$ cat config.mk
export PLATFORM = sky130hd
export DESIGN_NAME = alu_flags_stage
export DESIGN_NICKNAME = d
export VERILOG_FILES = /design/src/rtl/alu_flags_stage.sv
export SDC_FILE = /design/constraint.sdc
export NUM_CORES = 1
export LEC_CHECK = 0
export ABC_AREA = 1
export BUFFER_PORTS_ARGS = -buffer_cell sky130_fd_sc_hd__clkbuf_2
export CAP_MARGIN = 10
export CORE_ASPECT_RATIO = 1.5
export CORE_MARGIN = 2
export CORE_UTILIZATION = 30
export DETAILED_ROUTE_END_ITERATION = 7
export GPL_ROUTABILITY_DRIVEN = 0
export PLACE_DENSITY = 0.58
export SLEW_MARGIN = 0
export SYNTH_ARGS = -nofsm -noshare
export SYNTH_HDL_FRONTEND = slang
export SYNTH_SLANG_ARGS = --single-unit
$ cat constraint.sdc
create_clock -name clk -period 1.85 [get_ports clk]
set_clock_uncertainty 0.05 [all_clocks]
set_input_delay 0.0925 -clock clk [delete_from_list [all_inputs] [get_ports clk]]
set_output_delay 0.0925 -clock clk [all_outputs]
set_load 0.01 [all_outputs]
$ cat src/rtl/alu_flags_stage.sv
// alu_flags_stage
// Execute-to-memory stage register sitting right after the 64-bit ALU.
// Registers the ALU result, keeps the architectural NZCV flags for
// flag-setting instructions and turns conditional branches into a
// registered branch_taken. Stall holds everything; flush kills the slot.
// Optional feature macro: CBZ_EN enables CBZ/CBNZ decoding; without it
// is_cbz and is_cbnz are ignored and only B.cond can take a branch.
module alu_flags_stage (
    input  logic        clk,
    input  logic        reset,
    input  logic        in_valid,
    input  logic [63:0] alu_result,
    input  logic        alu_negative,
    input  logic        alu_zero,
    input  logic        alu_overflow,
    input  logic        alu_carry_out,
    input  logic        set_flags,
    input  logic        is_bcond,
    input  logic        is_cbz,
    input  logic        is_cbnz,
    input  logic [3:0]  cond,
    input  logic        stall,
    input  logic        flush,
    output logic        out_valid,
    output logic [63:0] out_result,
    output logic        branch_taken,
    output logic [3:0]  nzcv
);

    logic flag_n;
    logic flag_z;
    logic flag_c;
    logic flag_v;
    logic cond_pass;
    logic taken_next;

    assign flag_n = nzcv[3];
    assign flag_z = nzcv[2];
    assign flag_c = nzcv[1];
    assign flag_v = nzcv[0];

    // Evaluate the B.cond condition against the flags held before this edge,
    // so a same-cycle flag update is deliberately not visible here.
    always_comb begin
        cond_pass = 1'b0;
        case (cond)
            4'b0000: cond_pass = flag_z;
            4'b0001: cond_pass = !flag_z;
            4'b0010: cond_pass = flag_c;
            4'b0011: cond_pass = !flag_c;
            4'b0100: cond_pass = flag_n;
            4'b0101: cond_pass = !flag_n;
            4'b0110: cond_pass = flag_v;
            4'b0111: cond_pass = !flag_v;
            4'b1000: cond_pass = flag_c && !flag_z;
            4'b1001: cond_pass = !flag_c || flag_z;
            4'b1010: cond_pass = (flag_n == flag_v);
            4'b1011: cond_pass = (flag_n != flag_v);
            4'b1100: cond_pass = !flag_z && (flag_n == flag_v);
            4'b1101: cond_pass = flag_z || (flag_n != flag_v);
            default: cond_pass = 1'b1;
        endcase
    end

`ifdef CBZ_EN
    // Branch select: compare-and-branch uses the live ALU zero flag and
    // takes priority over B.cond (CBZ first, then CBNZ).
    always_comb begin
        taken_next = 1'b0;
        if (is_cbz) begin
            taken_next = alu_zero;
        end else if (is_cbnz) begin
            taken_next = !alu_zero;
        end else if (is_bcond) begin
            taken_next = cond_pass;
        end
    end
`else
    logic unused_cb_inputs;

    assign unused_cb_inputs = is_cbz ^ is_cbnz;

    // Branch select: without compare-and-branch support only B.cond counts.
    always_comb begin
        taken_next = 1'b0;
        if (is_bcond) begin
            taken_next = cond_pass;
        end
    end
`endif

    // Stage register: reset beats flush, flush beats stall, stall holds all.
    always_ff @(posedge clk) begin
        if (reset) begin
            out_valid    <= 1'b0;
            out_result   <= 64'd0;
            branch_taken <= 1'b0;
            nzcv         <= 4'b0000;
        end else if (flush) begin
            out_valid    <= 1'b0;
            out_result   <= 64'd0;
            branch_taken <= 1'b0;
        end else if (!stall) begin
            out_valid    <= in_valid;
            out_result   <= alu_result;
            branch_taken <= in_valid && taken_next;
            if (in_valid && set_flags) begin
                nzcv <= {alu_negative, alu_zero, alu_carry_out, alu_overflow};
            end
        end
    end

endmodule

## Word level (Yosys, flattened, before mapping)

Index checks and enable logic that the tools add are counted.

- Logic and storage cells: 36
- Output and inout port bits: 70
- Register bits: 70
- Bits of input ports: 81

- Bitwise gates (word level): 2
- Muxes and demuxes: 2
- Reduce and logical (&&, ||, !) cells: 13
- Equal/unequal tests: 15

Operators with widths:

| cell | number |
|---|---|
| == test 4 bit, second input constant | 6 |
| == test 4 x 3 -> 1 bit, second input constant | 4 |
| one-hot mux 1 bit (14 select lines) | 1 |
| == test 4 x 2 -> 1 bit, second input constant | 2 |
| == test 4 x 1 -> 1 bit, second input constant | 1 |
| logical AND 1 bit | 4 |
| logical NOT 1 bit | 4 |
| logical NOT 4 bit | 1 |
| AND reduction 3 bit | 1 |
| logical OR 1 bit | 2 |
| inverter 1 bit | 2 |
| OR reduction 2 bit | 1 |
| == test 1 bit | 1 |
| 2-to-1 mux 1 bit | 1 |
| != test 1 bit | 1 |

## Depth between registers and ports, before layout

- Depth after elaboration: 5
- Depth in mapped cells: 10

## Worst setup path before layout

No wires, ideal clock.

- Path type: flip-flop to flip-flop
- From: register nzcv[0]
- To: register branch_taken
- Stages on the path, launching flop included: 10
- Slack: 0.723 ns
- Period minus slack after synthesis: 1.127 ns
- Data arrival time: 0.964 ns
- Path through: dfxtp_1 -> inv_1 -> nand2_1 -> nand3_1 -> nand2_1 -> nand2_1 -> nor2_1 -> nand2_1 -> nand2_1 -> a21oi_2

- Word-level cells in the longest chain between the ends: 5

Ends and longest elaborated chain:

| what | RTL line | source |
|---|---|---|
| from (decl) | 27 | `output logic [3:0] nzcv` |
| from (signal assigned) | 108 | `nzcv <= {alu_negative, alu_zero, alu_carry_out, alu_overflow};` |
| != test 1 bit / == test 1 bit (equally long branches) | n/a |  |
| logical OR 1 bit / logical AND 1 bit (equally long branches) | 60, 59 |  |
| one-hot mux 1 bit (14 select lines) (*) | 46 | `case (cond)` |
| 2-to-1 mux 1 bit (*) | 86 | `if (is_bcond) begin` |
| logical AND 1 bit (*) | 106 | `branch_taken <= in_valid && taken_next;` |
| to (signal assigned) | 106 |  |
| to (decl) | 26 | `output logic branch_taken,` |

Mark *: on every way between the ends. The rest lies on a longest branch, timed or not.
A chain may end at the register's enable or synchronous reset.

## Final worst setup path

- From: input port reset
- To: register out_result[6]

- Word-level cells in the longest chain between the ends: 1

Ends and longest elaborated chain:

| what | RTL line | source |
|---|---|---|
| from (decl) | 10 | `input logic reset,` |
| OR reduction 2 bit (no source line) | n/a |  |
| to (signal assigned) | 105 | `out_result <= alu_result;` |
| to (decl) | 25 | `output logic [63:0] out_result,` |

Every way passes these cells.

==> results.json <==
{
  "worstSetupStartpointType": "input port",
  "cts_root_buf": "clkbuf_16",
  "synth_seq_cells": 70,
  "path_buf_inv": 3,
  "numPortBuffers": 148,
  "power_mw": 4.14,
  "core-area_um2": 8460,
  "swShare_pct": 21.4,
  "p_clk_share_pct": 50.8,
  "tightest_slew_ps": 474,
  "dr_wl_met3_um": 704,
  "critPathKind": "input port to register",
  "cp_max_fo": 44,
  "cp_slowest_stage_delay_ps": 540,
  "pwr-share-seq_pct": 38.2,
  "syn_to_final_growth_pct": 71.6,
  "vias": 3009,
  "cp.arrival_ps": 1550,
  "grt_antenna_before_repair": 0,
  "ant_nets": 0,
  "synthCells": 352,
  "crit_required_ps": 2050,
  "routed.top_layer": "met4",
  "num_io_pins": 151,
  "clk_pin_slew_ps": 60,
  "ys_seq_area_share_pct": 53.6,
  "grt_pass1_wl_mm": 12.8,
  "power.switching_uw": 889,
  "leakagePower_nw": 2.10,
  "avgViaCountPerCell": 4.45,
  "vdd_drop_max_uv": 676,
  "antenna_cells": 0,
  "initial_core_util_pct": 30.9,
  "hold_class": "input port to register",
  "relSlewSlack_pct": 68.4,
  "drtPass1Iterations": 4,
  "clk-insertion-delay-late_ps": 320,
  "drive_gt1_share_pct": 30.8,
  "multiInputGateArea_um2": 1060,
  "crit_path_end_kind": "register",
  "crit_family": "buffers and inverters",
  "grt_pass1_vias": 2825,
  "cts_inserted_buffers": 9,
  "netlist_area_um2": 2620,
  "crit_slowest_cell": "dlygate4sd3_1",
  "cp_cell_sequence": "dlygate4sd3_1, clkbuf_2, or2_2, buf_4, a21oi_1",
  "clkSinkCount": 70,
  "routed_wl_mm": 8.02,
  "routedLengthMet1_mm": 3.42,
  "finalCritPeriodShare_pct": 73.2,
  "power.internal_mw": 3.25,
  "max-cap-violations": 0,
  "fillCellCount": 773,
  "wl_met2_mm": 3.76,
  "dp_hpwl_mm": 4.97,
  "rsz0062_at_grt": "no",
  "yosys_warnings": 0,
  "htree_levels": 3,
  "finalHoldViolCount": 0,
  "grt_remaining_overflow": 0,
  "die_height_um": 118,
  "cts_tree": "done",
  "fmax_mhz": 738,
  "drc": 0,
  "pwr-share-comb_pct": 11.1,
  "period_needed_ps": 1350,
  "die-area_um2": 9500,
  "nets": 645,
  "drv_slew": 0,
  "outcome": "finished, final reports clean",
  "cts-resized-gates": 0,
  "fp-row-count": 41,
  "setup_tns_ps": 0,
  "synth.distinct_cells": 16,
  "fp.dieW_um": 80.3,
  "regArea_um2": 1400,
  "power_per_cell_area_nw_per_um2": 923,
  "wl_per_cell_um": 11.9,
  "finalSetupViolCount": 0,
  "drtIter0Drc": 90,
  "syn_area_per_cell_um2": 7.43,
  "grt_usage_pct": 16.9,
  "syn-num-nets": 433,
  "grt_max_degree": 65,
  "clock_path_buffers": 2
}
through the flow:
step	instance area, µm²	setup slack [ps]	hold slack, ps	cells	util (%)
global route	4490	416	39.9	676	53.1
finish	4490	495	26.1	676	53.1
floorplan	2620	723	112	352	-
global placement	3430	656	275	591	40.5
detailed placement	3430	649	280	591	40.5
CTS	4490	527	18.4	676	53.1
tightest hold or removal path, cell delays in order:
cell      delay [ps]
clkbuf_2          80
inv_1             40
nor2_1            30
nand2_1           60
a21oi_2           50
worst paths after layout:
check                                 endpoint           start  cells after the start  slack (ps)
worst max-delay path             out_result[6]           reset                      5         500
worst max register to register         nzcv[2]         nzcv[2]                      3         600
worst min-delay path              branch_taken        is_bcond                      5          30
worst min register to register  out_result[50]  out_result[50]                      2         410
cells by family (layout without fill, tap and decap cells):
| family | Yosys count | after routing | share of synthesized area, % |
|---|---|---|---|
| AOI/OAI and AO/OA | 74 | 74 | 14.6 |
| and+or+nand+nor | 176 | 176 | 26.0 |
| DFF | 70 | 70 | 53.6 |
| buffers and inverters | 32 | 249 | 5.83 |
routing by layer:
metal  global-route usage (%)  up-vias
met5                        0        -
met4                     6.36        0
met3                     5.80       14
met2                     28.3      133
met1                     19.4     1309
li1                         -     1553
power by group through the flow:
stage | Sequential [mW] | Clock [mW] | Combinational, mW
3_5_place_dp | 1.61 | 0 | 0.343
4_1_cts | 1.58 | 2.17 | 0.459
3_3_place_gp | 1.61 | 0 | 0.340
5_1_grt | 1.59 | 2.24 | 0.508
2_1_floorplan | 1.63 | 0 | 0.153
6_report | 1.58 | 2.10 | 0.459
registers in the layout (all words and copies together) (netlist names):
signal and count:
out_valid 1, nzcv 4, out_result 64, branch_taken 1
synth_stat cells, drive strengths merged:
cell type  count  area share, %
or2            1           0.24
a211oi         3           0.86
a21oi         71             14
clkinv         1           0.14
buf           19            4.0
nand2        154             22
dfxtp         70             54
clkbuf         2           0.29
nor2          13            1.9
nand3          7            1.3
inv           10            1.4
nor3b          1           0.48
area by class of cell:
type,count,area share (%)
Clock buffer,9,5.02
Sequential cell,70,31.2
Timing Repair Buffer,222,33.0
Clock inverter,7,3.23
Inverter,11,0.919
Tap cell,107,2.98
Multi-Input combinational cell,250,23.7
what timing repair did:
| item | 4_1_cts | 5_1_grt |
|---|---|---|
| endpoints found under the hold margin | 68 | 0 |
| hold buffers | 69 | 0 |
| setup buffers | 0 | 0 |
cells in the final DEF (no fill, tap or decap), drive strengths merged:
cell type / n
a211oi: 3
nor2: 13
buf: 5
or2: 1
a21oi: 71
clkbuf: 157
nand2: 154
inv: 11
bufinv: 4
dlygate4sd3: 69
dfxtp: 70
nor3b: 1
clkinvlp: 1
clkinv: 2
nand3: 7
Power figures use the tool's default switching activity.
